===== src/rtl/bcd_pkg.sv =====
// Shared types and constants for the serial BCD-to-binary converter.
// Provides the FSM state type, the digit width and the reverse double-dabble correction constants.
package bcd_pkg;

    typedef enum logic [0:0] {
        IDLE  = 1'b0,
        SHIFT = 1'b1
    } state_e;

    localparam int         DIGIT_W     = 4;
    localparam logic [3:0] CORR_THRESH = 4'd8;
    localparam logic [3:0] CORR_OFFSET = 4'd3;

    // A nibble above 9 is not a decimal digit.
    function automatic logic digit_invalid(input logic [3:0] d);
        return (d > 4'd9);
    endfunction

endpackage


===== src/rtl/bcd_sub3.sv =====
// Per-digit correction cell for reverse double-dabble: if the nibble is >= 8, subtract 3.
// Inverse of the add-3 cell used by the forward binary-to-BCD converter.
module bcd_sub3
    import bcd_pkg::*;
(
    input  logic [DIGIT_W-1:0] din,
    output logic [DIGIT_W-1:0] dout
);

    // Conditional subtract on a freshly shifted BCD nibble
    always_comb begin
        dout = din;
        if (din >= CORR_THRESH) begin
            dout = din - CORR_OFFSET;
        end else begin
            dout = din;
        end
    end

endmodule


===== src/rtl/bcd_to_bin_serial.sv =====
// Serial BCD-to-binary converter using reverse double-dabble, one bit per clock.
// Optional range/digit checking is enabled by defining BCD2BIN_RANGE_CHK_EN.
module bcd_to_bin_serial
    import bcd_pkg::*;
#(
    parameter int NDIG  = 3,
    parameter int BIN_W = 8
) (
    input  logic                    clk,
    input  logic                    rst,
    input  logic                    start,
    input  logic [DIGIT_W*NDIG-1:0] bcd,
    output logic                    busy,
    output logic                    done,
    output logic [BIN_W-1:0]        result,
    output logic                    err
);

    localparam int               BCD_W    = DIGIT_W * NDIG;
    localparam int               CNT_W    = $clog2(BIN_W + 1);
    localparam logic [CNT_W-1:0] LAST_CNT = CNT_W'(BIN_W);

    state_e             state_q, state_d;
    logic [BCD_W-1:0]   bcd_sr_q, bcd_sr_d;
    logic [BIN_W-1:0]   bin_sr_q, bin_sr_d;
    logic [CNT_W-1:0]   cnt_q, cnt_d;
    logic               busy_q, busy_d;
    logic               done_q, done_d;
    logic [BIN_W-1:0]   result_q, result_d;

    logic [BCD_W-1:0]   bcd_shift_s;
    logic [BCD_W-1:0]   bcd_corr_s;
    logic [BIN_W-1:0]   bin_shift_s;
    logic               accept_s;
    logic               finish_s;

    // The whole {bcd_sr, bin_sr} register moves right by one; the BCD LSB feeds the binary MSB.
    assign bcd_shift_s = {1'b0, bcd_sr_q[BCD_W-1:1]};
    assign bin_shift_s = {bcd_sr_q[0], bin_sr_q[BIN_W-1:1]};

    for (genvar g = 0; g < NDIG; g++) begin : g_sub3
        bcd_sub3 u_sub3 (
            .din  (bcd_shift_s[g*DIGIT_W +: DIGIT_W]),
            .dout (bcd_corr_s[g*DIGIT_W +: DIGIT_W])
        );
    end

    assign accept_s = (state_q == IDLE) && start;
    assign finish_s = (state_q == SHIFT) && (cnt_q == LAST_CNT);

    // Next-state and datapath update for the IDLE/SHIFT controller
    always_comb begin
        state_d  = state_q;
        bcd_sr_d = bcd_sr_q;
        bin_sr_d = bin_sr_q;
        cnt_d    = cnt_q;
        busy_d   = busy_q;
        done_d   = 1'b0;
        result_d = result_q;
        case (state_q)
            IDLE: begin
                if (accept_s) begin
                    state_d  = SHIFT;
                    bcd_sr_d = bcd;
                    bin_sr_d = '0;
                    cnt_d    = '0;
                    busy_d   = 1'b1;
                end else begin
                    busy_d   = 1'b0;
                end
            end
            SHIFT: begin
                // Counter reaching BIN_W means all shifts are done; this edge only publishes.
                if (finish_s) begin
                    state_d  = IDLE;
                    busy_d   = 1'b0;
                    done_d   = 1'b1;
                    result_d = bin_sr_q;
                end else begin
                    bcd_sr_d = bcd_corr_s;
                    bin_sr_d = bin_shift_s;
                    cnt_d    = cnt_q + CNT_W'(1);
                end
            end
            default: begin
                state_d = IDLE;
                busy_d  = 1'b0;
            end
        endcase
    end

    // State and datapath registers with synchronous reset
    always_ff @(posedge clk) begin
        if (rst) begin
            state_q  <= IDLE;
            bcd_sr_q <= '0;
            bin_sr_q <= '0;
            cnt_q    <= '0;
            busy_q   <= 1'b0;
            done_q   <= 1'b0;
            result_q <= '0;
        end else begin
            state_q  <= state_d;
            bcd_sr_q <= bcd_sr_d;
            bin_sr_q <= bin_sr_d;
            cnt_q    <= cnt_d;
            busy_q   <= busy_d;
            done_q   <= done_d;
            result_q <= result_d;
        end
    end

    assign busy   = busy_q;
    assign done   = done_q;
    assign result = result_q;

`ifdef BCD2BIN_RANGE_CHK_EN
    logic dig_err_q, dig_err_d;
    logic err_q, err_d;

    // Digit validity is judged at capture; overflow shows as leftover BCD after the last shift.
    always_comb begin
        dig_err_d = dig_err_q;
        err_d     = err_q;
        if (accept_s) begin
            dig_err_d = 1'b0;
            for (int i = 0; i < NDIG; i++) begin
                dig_err_d = dig_err_d | digit_invalid(bcd[i*DIGIT_W +: DIGIT_W]);
            end
        end else if (finish_s) begin
            err_d = dig_err_q | (|bcd_sr_q);
        end else begin
            err_d = err_q;
        end
    end

    // Error flag registers
    always_ff @(posedge clk) begin
        if (rst) begin
            dig_err_q <= 1'b0;
            err_q     <= 1'b0;
        end else begin
            dig_err_q <= dig_err_d;
            err_q     <= err_d;
        end
    end

    assign err = err_q;
`else
    assign err = 1'b0;
`endif

endmodule

===== config.mk =====
export PLATFORM = sky130hd
export DESIGN_NAME = bcd_to_bin_serial
export DESIGN_NICKNAME = d
export VERILOG_FILES = /design/src/rtl/bcd_pkg.sv /design/src/rtl/bcd_sub3.sv /design/src/rtl/bcd_to_bin_serial.sv
export SDC_FILE = /design/constraint.sdc
export NUM_CORES = 1
export LEC_CHECK = 0
export CORE_MARGIN = 2
export CORE_UTILIZATION = 50
export CTS_CLUSTER_SIZE = 25
export DETAILED_ROUTE_END_ITERATION = 16
export PLACE_DENSITY = 0.75
export RECOVER_POWER = 100
export SYNTH_ARGS = -nofsm -noshare
export SYNTH_HDL_FRONTEND = slang
export SYNTH_HIERARCHICAL = 1
export SYNTH_SLANG_ARGS = --single-unit

===== constraint.sdc =====
create_clock -name clk -period 2 [get_ports clk]
set_input_delay 0.2 -clock clk [delete_from_list [all_inputs] [get_ports clk]]
set_output_delay 0.2 -clock clk [all_outputs]
set_load 0.02 [all_outputs]

Word-level counts from Yosys, hierarchy flattened
Cells that the tools add are included.
{ "op_classes": {"div_mod_pow": 0, "n_mux": 18, "n_reduce_logical": 5, "multipliers": 0, "addsub": 4, "magnitude_cmp": 3, "bitwise_logic": 1, "n_shift": 0, "n_eq_ne": 4} }
{ "op_table": {"columns": ["cell", "count"], "rows": [
  ["$mux 12", 2],
  ["$pmux 12 s2", 1],
  ["$mux 4", 5],
  ["$mux 8", 2],
  ["$pmux 8 s2", 1],
  ["$ge 4x4->1 const B", 2],
  ["$pmux 4 s2", 1],
  ["$sub 4x2->4 const B", 2],
  ["$add 4x1->4 const B", 1],
  ["$eq 4x4->1 const B", 1],
  ["$ge 3x4->1 const B", 1],
  ["$mux 1", 4],
  ["$ne 2x2->1 const B", 2],
  ["$pmux 1 s2", 2],
  ["$reduce_and 2->1", 2],
  ["$sub 3x2->4 const B", 1],
  ["$logic_and 1x1->1", 2],
  ["$ne 2x1->1 const B", 1],
  ["$reduce_or 2->1", 1],
  ["$not 1->1", 1]
]} }
{ "totals": {"output_inout_bits": 11, "in_bits": 15, "ff_bits": 35, "latchBits": 0, "mem_count": 0, "romBits": 0, "wordCells": 42, "ram_bits": 0} }

Logic depth before layout (Yosys ltp)
Gate-level depths: netlist (run 1).
{ "depth": {"ltp_word": 4, "mapped_depth": 6, "depth_no_buf": 6} }

Modules after synthesis
Netlist (run 1), hierarchy kept.
{ "by_module_without_submodules": {"columns": ["module", "seq_area_each_um2", "cells_each", "area_each_um2", "n_inst"], "rows": [
  ["bcd_to_bin_serial", 700.7, 145, 1486.4, 1],
  ["bcd_sub3", 0.0, 11, 76.3, 3]
]} }

Least setup slack after synthesis (run 1)
Ideal clock, no wire load.
{ "synth_path": {"kind": "register to register", "from": "register cnt_q[0]", "to": "register bin_sr_q[0]", "period_less_slack_ps": 1377, "path_stages_with_launch": 6, "t_arrival_ps": 1318, "path_slack_ps": 623, "path_buffers": 0, "required_ps": 1941, "setup_time_ps": 59, "path_cell_list": "dfxtp_1 -> inv_1 -> ha_1 -> and3b_1 -> nor3b_4 -> a22o_1"} }
{ "synth_between": {"elab_chain_len": 4} }
{ "synth_rtl": {"columns": ["item", "line_no", "rtl"], "rows": [
  ["start, declared", "bcd_to_bin_serial.sv:26", "logic [CNT_W-1:0] cnt_q, cnt_d;"],
  ["start signal, assigned", "bcd_to_bin_serial.sv:106", "cnt_q <= cnt_d;"],
  ["$eq 4x4->1", "bcd_to_bin_serial.sv:49", "assign finish_s = (state_q == SHIFT) && (cnt_q == LAST_CNT);"],
  ["$logic_and 1x1->1", "bcd_to_bin_serial.sv:49", null],
  ["$ne 2x2->1 (no line)", null, null],
  ["$reduce_and 2->1 (no line)", null, null],
  ["end signal, assigned", "bcd_to_bin_serial.sv:105", "bin_sr_q <= bin_sr_d;"],
  ["end, declared", "bcd_to_bin_serial.sv:25", "logic [BIN_W-1:0] bin_sr_q, bin_sr_d;"]
]} }
Every way passes these cells.
A chain may end at the register's enable or synchronous reset.

Worst setup path after layout (run 1)
Ends and elaborated chain as after synthesis.

==> results.md, run 1 <==
- Die Height: 62.57 um
- Setup violation total in the final timing report: 0
- Proportion of layout cells with a drive suffix above 1: 8.134%
- Leading post-synthesis cells by cell area: sky130_fd_sc_hd__dfxtp_1 41%, sky130_fd_sc_hd__a21oi_1 7.3%, sky130_fd_sc_hd__mux2i_1 7.0%
- Start-to-end type of the worst setup path: reg -> reg
- Core area: 3311 um^2
- PostCTS Resize Cnt: 0
- Actual slew at the worst max-slew pin: 0.5822 ns
- Mapped cell area: 1715 um^2
- Adder-cell share of the synthesized area: ~5.8%
- Multiplexer share of the synthesized area: 7.659%
- Initial cell density of the core: 51.81%
- Net count of the finished layout: 231
- Placed inst area: between 1500 and 2000 um^2
- Portion of synthesized cell area occupied by the leading cell type: 40.85%
- Clock transition at the registers of the reported paths: 0.11 ns
- Full die area: between 3000 and 4000 um^2
- Type of element capturing the critical path: flop
- Vias per cell: 5.224
- Top Ports: 26
- Setup skew after layout: 0.01624 ns
- Detailed-routing iteration count for the pre-antenna-repair pass: 4
- Leak pwr: ~0.8 nW
- Area of all placed cells without fillers: around 2100 um^2
- Total via count after detailed routing: 1,332
- Result of the run: completed
- Post-CTS setup repair buffer count: 0
- Fin crit period: 1.704 ns
- Final routed DRC violation total: 0
- RD Place Congestion: about 0.79
- Arrival time at the worst endpoint: 1.97 ns
- Max Cap Viol: 0
- Synthesized-area fraction occupied by and/or/nand/nor cells: between 10 and 15%
- CTS max path bufs: 2
- Power per Cell Area: 769.7 nW/um^2
- Number of global-route vias before repair: 1,362
- Clock root buffer: sky130_fd_sc_hd__clkbuf_4
- Ys flop type: sky130_fd_sc_hd__dfxtp_1
- Fraction of the mapped netlist area in compound gates: 21.37%
- Async set-or-reset flop fraction in the synthesized netlist: 0%
- Detailed-route wire length per cell: 12.82 um
- VDD IR max: 0.3911 mV
- Wire length of the first global-routing pass: 5947 um
- Area leader, netlist: sky130_fd_sc_hd__dfxtp_1
- Detailed-route wire length: around 3300 um
- Count of hold-fix buffers inserted at cts: 0
- Pin count of the biggest net entering global routing: 22
- Unrepaired setup endpoints after global routing: no
- Nature of the critical path startpoint: flop
- Setup total negative slack: 0 ns
- Most frequent cell after synthesis: sky130_fd_sc_hd__dfxtp_1
- Antenna diode instance count: 0
- Tcrit/Tclk final: 85.18%
- Synthesis-to-finish area growth: 19.55%
- Max-slew violation count: 0
- Antenna viol nets, final: 0
- Post-Syn Area per Cell: 9.637 um^2
- Quantity of I/O buffers inserted on ports: 24
- Peak clock frequency supported by timing: just under 0.6 GHz
- CP Data Required Time: 2.27 ns
- Yosys synthesis warning count: 6
- Skew-Pair Late Insertion Delay: between 0.3 and 0.4 ns
- CTS sink cnt: 35
- Final standard cell count with taps included and fillers excluded: between 200 and 300
- Overall overflow remaining after global route: 0
- Share of synthesized area occupied by flip-flops and latches: 40.85%
- Number of instances in the placed design: 247
- Die extent in x: around 63 um
- Hold Violations, Final: 0
- Total number of H-tree levels: 2
- Main combinational cell family by area after synthesis: compound AO/OA/AOI/OAI gates
- Drt initial violations: 48
- Instance count of the mapped netlist: between 150 and 200
- Count of different cell masters after synthesis: 36
- Post-Synth XOR/XNOR Area: 3.063%
- Number of rows in the core area: 21
- Worst min-delay path class: reg -> reg
- Number of enable flip-flop cells after synthesis: 0
- CTS tree: yes
- Synthesis-stage register bit count: 35
- Antenna violations before repair: 0
- CTS buffer count: 5
- Worst relative slew slack: 61.19%
- Final HPWL from detailed placement: 2444 um
- Global routing usage summed across all routing layers: a little under a fifth
- Synth cell count leaders: 35 x sky130_fd_sc_hd__dfxtp_1, 25 x sky130_fd_sc_hd__a21oi_1, 21 x sky130_fd_sc_hd__nand2_1, 12 x sky130_fd_sc_hd__mux2i_1, 10 x sky130_fd_sc_hd__a211oi_1
- Top fanout value on the critical path: 9
==> state kept, by name, summed over array words and instances (netlist names) <==
register and cells:
bcd_sr_q 12, bin_sr_q 8, busy 1, cnt_q 4
done 1, result 8, state_q 1
==> metrics by stage <==
| stage | total power (W) | utilization, % | setup slack [ns] | hold slack (ns) |
|---|---|---|---|---|
| after floorplan | 0.0009295 | - | 0.6235 | 0.4147 |
| after CTS | 0.001597 | 62.77 | 0.2754 | 0.4605 |
| final | 0.001578 | 61.94 | 0.2964 | 0.4577 |
| after global routing | 0.001656 | 61.94 | 0.09576 | 0.4775 |
| after global placement | 0.0009756 | 59.71 | 0.3753 | 0.4447 |
| after detailed placement | 0.0009877 | 59.71 | 0.2808 | 0.4453 |
==> power breakdown <==
part / internal, W / total [W] / switching [W]
sequential: 0.000728 / 0.000764 / 0.0000363
clock: 0.000390 / 0.000615 / 0.000225
combinational: 0.000101 / 0.000199 / 0.0000981
==> cell type report <==
class	count	area, um^2
Clock inverter	2	60.06
Timing Repair Buffer	30	279.0
Inverter	8	30.03
Clock buffer	6	41.29
Multi-Input combinational cell	128	882.1
Sequential cell	35	700.7
Tap cell	46	57.56
Fill cell	309	1260
==> layout by cell type, fill, tap and decap left out, types with 2 or more instances in the layout <==
cell type,n
sky130_fd_sc_hd__xor2_1,3
sky130_fd_sc_hd__a211oi_1,12
sky130_fd_sc_hd__clkbuf_1,2
sky130_fd_sc_hd__buf_4,4
sky130_fd_sc_hd__nand2_1,21
sky130_fd_sc_hd__dfxtp_1,35
sky130_fd_sc_hd__ha_1,8
sky130_fd_sc_hd__nor2b_1,4
sky130_fd_sc_hd__a22o_1,8
sky130_fd_sc_hd__o21ai_0,6
sky130_fd_sc_hd__xnor2_1,3
sky130_fd_sc_hd__clkdlybuf4s50_1,14
sky130_fd_sc_hd__nand2b_1,3
sky130_fd_sc_hd__a21oi_1,25
sky130_fd_sc_hd__mux2i_1,12
sky130_fd_sc_hd__bufinv_16,2
sky130_fd_sc_hd__nor2_1,2
sky130_fd_sc_hd__conb_1,6
sky130_fd_sc_hd__clkbuf_4,5
sky130_fd_sc_hd__inv_1,8
sky130_fd_sc_hd__dlygate4sd3_1,10
==> routing by layer <==
| metal | wire length (um) | vias to the layer above | global-route usage [%] | share of wire [%] |
|---|---|---|---|---|
| met5 | 0 | - | 0 | 0 |
| li1 | - | 679 | - | - |
| met2 | 1680 | 25 | 34.01 | 51 |
| met1 | 1444 | 623 | 20.99 | 44 |
| met3 | 112 | 5 | 4.505 | 3.4 |
| met4 | 31 | 0 | 7.222 | 0.95 |
==> path summary, 6_finish.rpt <==
| kind | startpoint | to | slack (ns) | depth (start not counted) |
|---|---|---|---|---|
| worst min register to register | result[4]$_SDFFE_PP0P_ | result[4]$_SDFFE_PP0P_ | 0.46 | 2 |
| worst min-delay path | result[4]$_SDFFE_PP0P_ | result[4]$_SDFFE_PP0P_ | 0.46 | 2 |
| worst max-delay path | cnt_q[0]$_SDFFE_PP0P_ | bin_sr_q[0]$_SDFFE_PP0P_ | 0.30 | 5 |
| worst max register to register | cnt_q[0]$_SDFFE_PP0P_ | bin_sr_q[0]$_SDFFE_PP0P_ | 0.30 | 5 |
==> logic make-up after synthesis <==
family                   count (synthesis)
AO/OA/AOI/OAI                           55
XOR/XNOR                                 6
adder cells (fa/ha/maj)                  8
buffers and inverters                   20
flip-flops                              35
multiplexers                            13
other                                    1
AND/OR/NAND/NOR                         40
==> critical path: stages (launching register included) <==
cell	delay [ns]
sky130_fd_sc_hd__dfxtp_1	0.42
sky130_fd_sc_hd__inv_1	0.06
sky130_fd_sc_hd__ha_1	0.24
sky130_fd_sc_hd__and3b_1	0.20
sky130_fd_sc_hd__nor3b_2	0.49
sky130_fd_sc_hd__a22o_1	0.24
Note: power is estimated with default switching activity, not from simulation.
==> run 2, diff against run 1 <==
--- a/config.mk
+++ b/config.mk
@@ -5,6 +5,7 @@
 export SDC_FILE = /design/constraint.sdc
 export NUM_CORES = 1
 export LEC_CHECK = 0
+export CAP_MARGIN = 5
 export CORE_MARGIN = 2
 export CORE_UTILIZATION = 50
 export CTS_CLUSTER_SIZE = 25
==> results of run 2 <==
Same layout as run 1: the final DEF is identical, and so are final timing and power.
==> run 3, diff against run 2 <==
--- a/config.mk
+++ b/config.mk
@@ -8,6 +8,7 @@
 export CAP_MARGIN = 5
 export CORE_MARGIN = 2
 export CORE_UTILIZATION = 50
+export CTS_BUF_LIST = sky130_fd_sc_hd__clkbuf_8
 export CTS_CLUSTER_SIZE = 25
 export DETAILED_ROUTE_END_ITERATION = 16
 export PLACE_DENSITY = 0.75
==> results.md, run 3 (synthesized netlist as in run 1, its figures left out) <==
- CP Buf/Inv Count: 2 (+1)
- Worst min-delay path class: reg -> reg
- Worst setup path startpoint: cnt_q[0]$_SDFFE_PP0P_
- RD Place Congestion: 0.7913 (unchanged)
- Actual slew at the worst max-slew pin: 0.5835 ns (+0.001272 ns)
- Overall overflow remaining after global route: 0 (unchanged)
- Number of rows in the core area: 21 (unchanged)
- Drt initial violations: 47 (-2.1%)
- Proportion of layout cells with a drive suffix above 1: 8.134% (unchanged)
- CTS tree: yes
- Quantity of I/O buffers inserted on ports: 24 (unchanged)
- Antenna viol nets, final: 0 (unchanged)
- Reg-to-Reg Start: cnt_q[0]$_SDFFE_PP0P_
- Global routing usage summed across all routing layers: 19.14% (+0.42 points)
- Min setup slack post-route: 0.2871 ns (-0.009265 ns)
- Largest register by flop count: bcd_sr_q
- Peak clock frequency supported by timing: 0.5838 GHz (-0.54%)
- Max FFs per register: 12 (unchanged)
- Worst-path cell with the longest stage delay: sky130_fd_sc_hd__dfxtp_1
- Minimum setup slack after placement: 0.2808 ns (unchanged)
- Vias per cell: 5.267 (+0.83%)
- Capturing point of the worst reg2reg path: bcd_sr_q[1]$_SDFFE_PP0P_
- Setup violation total in the final timing report: 0 (unchanged)
- Commonest cells after routing, fill and taps aside: 35 x sky130_fd_sc_hd__dfxtp_1, 25 x sky130_fd_sc_hd__a21oi_1, 21 x sky130_fd_sc_hd__nand2_1
- Area occupied by multi-input gates: 882.1 um^2 (unchanged)
- Reg-to-reg setup timing slack: 0.29 ns (about the same)
- Post-CTS setup repair buffer count: 0 (unchanged)
- Full die area: 3915 um^2 (unchanged)
- Total number of H-tree levels: 2 (unchanged)
- Number of cell instances on the worst register-to-register path: 6 (+1)
- CTS sink cnt: 35 (unchanged)
- Antenna diode instance count: 0 (unchanged)
- Hold Violations, Final: 0 (unchanged)
- Cell depth of the worst setup path: 6 (+1)
- Type of element capturing the critical path: flop
- Setup total negative slack: 0 ns (unchanged)
- Hold Path Depth: 2 (unchanged)
- Number of global-route vias before repair: 1,361 (-0.073%)
- Crit-path cells: inv_1, ha_1, nand4b_2, clkbuf_2, a21oi_1, a211oi_1
- Max Cap Viol: 0 (unchanged)
- Final routed DRC violation total: 0 (unchanged)
- FF/Latch Area: 700.7 um^2 (unchanged)
- Result of the run: completed
- Net count of the finished layout: 231 (unchanged)
- Power per Cell Area: 815.9 nW/um^2 (+6.0%)
- Synthesis-to-finish area growth: 21.37%
- Die Height: 62.57 um (unchanged)
- Unrepaired setup endpoints after global routing: no
- Antenna violations before repair: 0 (unchanged)
- Die extent in x: 62.57 um (unchanged)
- Largest stage delay on the critical path: 0.41 ns (-0.08 ns)
- Pin count of the biggest net entering global routing: 22 (unchanged)
- Nature of the critical path startpoint: flop
- Most common cell after layout, fill and taps aside: sky130_fd_sc_hd__dfxtp_1
- Fin crit period: 1.713 ns (+0.009265 ns)
- Clock root buffer: sky130_fd_sc_hd__clkbuf_8
- Critical path destination: bcd_sr_q[1]$_SDFFE_PP0P_
- Wire length of the first global-routing pass: 5996 um (+0.82%)
- Fill cell instance count of the final layout: 303 (-1.9%)
- Detailed-route wire length per cell: 13.07 um (+2.0%)
- Count of hold-fix buffers inserted at cts: 0 (unchanged)
- Start-to-end type of the worst setup path: reg -> reg
- CTS buffer count: 5 (unchanged)
- Core area: 3311 um^2 (unchanged)
- Total via count after detailed routing: 1,343 (+0.83%)
- CP Data Required Time: 2.20 ns (-0.07 ns)
- PostCTS Resize Cnt: 0 (unchanged)
- Top fanout value on the critical path: 21 (+12)
- Leak pwr: 0.8370 nW (+2.1%)
- Initial cell density of the core: 51.81% (unchanged)
- Detailed-routing iteration count for the pre-antenna-repair pass: 4 (unchanged)
- Worst relative slew slack: 61.10% (-0.085 points)
- Top Ports: 26 (unchanged)
- Setup skew after layout: 0.009212 ns (-0.007033 ns)
- Arrival time at the worst endpoint: 1.91 ns (-0.06 ns)
- Clock transition at the registers of the reported paths: 0.07 ns (-0.04 ns)
- Skew-Pair Late Insertion Delay: 0.28 ns (-0.05 ns)
- CTS max path bufs: 2 (unchanged)
- VDD IR max: 0.3866 mV (-1.2%)
- Tcrit/Tclk final: 85.64% (+0.46 points)
- Max-slew violation count: 0 (unchanged)
- Family of cells with the greatest summed delay on the critical path: buffers and inverters
- Origin of the worst min-delay path: result[4]$_SDFFE_PP0P_
- Final HPWL from detailed placement: 2444 um (unchanged)
- Detailed-route wire length: 3333 um (+2.0%)
[run 3: cell types whose count changed in the layout (fill, tap and decap cells not counted)]
cell	change
sky130_fd_sc_hd__clkbuf_4	-5
sky130_fd_sc_hd__clkbuf_8	+5
sky130_fd_sc_hd__clkbuf_1	-1
sky130_fd_sc_hd__inv_1	+1
[run 3: layer usage]
metal | part of all wire [%] | routed length, um | GRT usage (%) | up-vias
met5 | 0 | 0 | 0 | -
met4 | 1.2 | 40 | 8.056 | 0
met3 | 4.0 | 134 | 5.586 | 4
met2 | 51 | 1692 | 34.01 | 29
met1 | 44 | 1466 | 21.22 | 634
li1 | - | - | - | 676
[run 3: worst register-to-register path: stages, from the launching register on]
cell and delay (ns):
sky130_fd_sc_hd__dfxtp_1 0.41, sky130_fd_sc_hd__inv_1 0.07, sky130_fd_sc_hd__ha_1 0.24, sky130_fd_sc_hd__nand4b_2 0.14, sky130_fd_sc_hd__clkbuf_2 0.40, sky130_fd_sc_hd__a21oi_1 0.13, sky130_fd_sc_hd__a211oi_1 0.25
[run 3: per-stage QoR]
stage	area [um^2]	utilization [%]	hold slack, ns	cells	power (W)
2_1_floorplan	1734	-	0.4147	183	0.0009295
3_3_place_gp	1977	59.71	0.4447	247	0.0009756
3_5_place_dp	1977	59.71	0.4453	247	0.0009877
4_1_cts	2110	63.72	0.4555	255	0.001716
5_1_grt	2082	62.89	0.4709	255	0.001775
6_report	2082	62.89	0.4523	255	0.001699
[run 3: worst min-delay path by stage]
stage / endpoint / slack, ns
finish: result[4]$_SDFFE_PP0P_ / 0.45
global route: result[5]$_SDFFE_PP0P_ / 0.47
CTS: result[4]$_SDFFE_PP0P_ / 0.46
detailed placement: result[4]$_SDFFE_PP0P_ / 0.45
global placement: result[3]$_SDFFE_PP0P_ / 0.44
floorplan: state_q$_SDFF_PP0_ / 0.41
[run 3: area by class of cell]
cell class,count,area share [%]
flip-flops and latches,35,33.65
clock inverters,3,3.065
clock buffers,5,3.305
well taps,46,2.764
multi-input cells,128,42.37
inverters,8,1.442
repair buffers,30,13.40
[run 3: where the power goes]
part           internal (W)  total [W]  switching [W]
Combinational      0.000101   0.000200      0.0000985
Clock              0.000493   0.000735       0.000242
Sequential         0.000728   0.000764      0.0000362
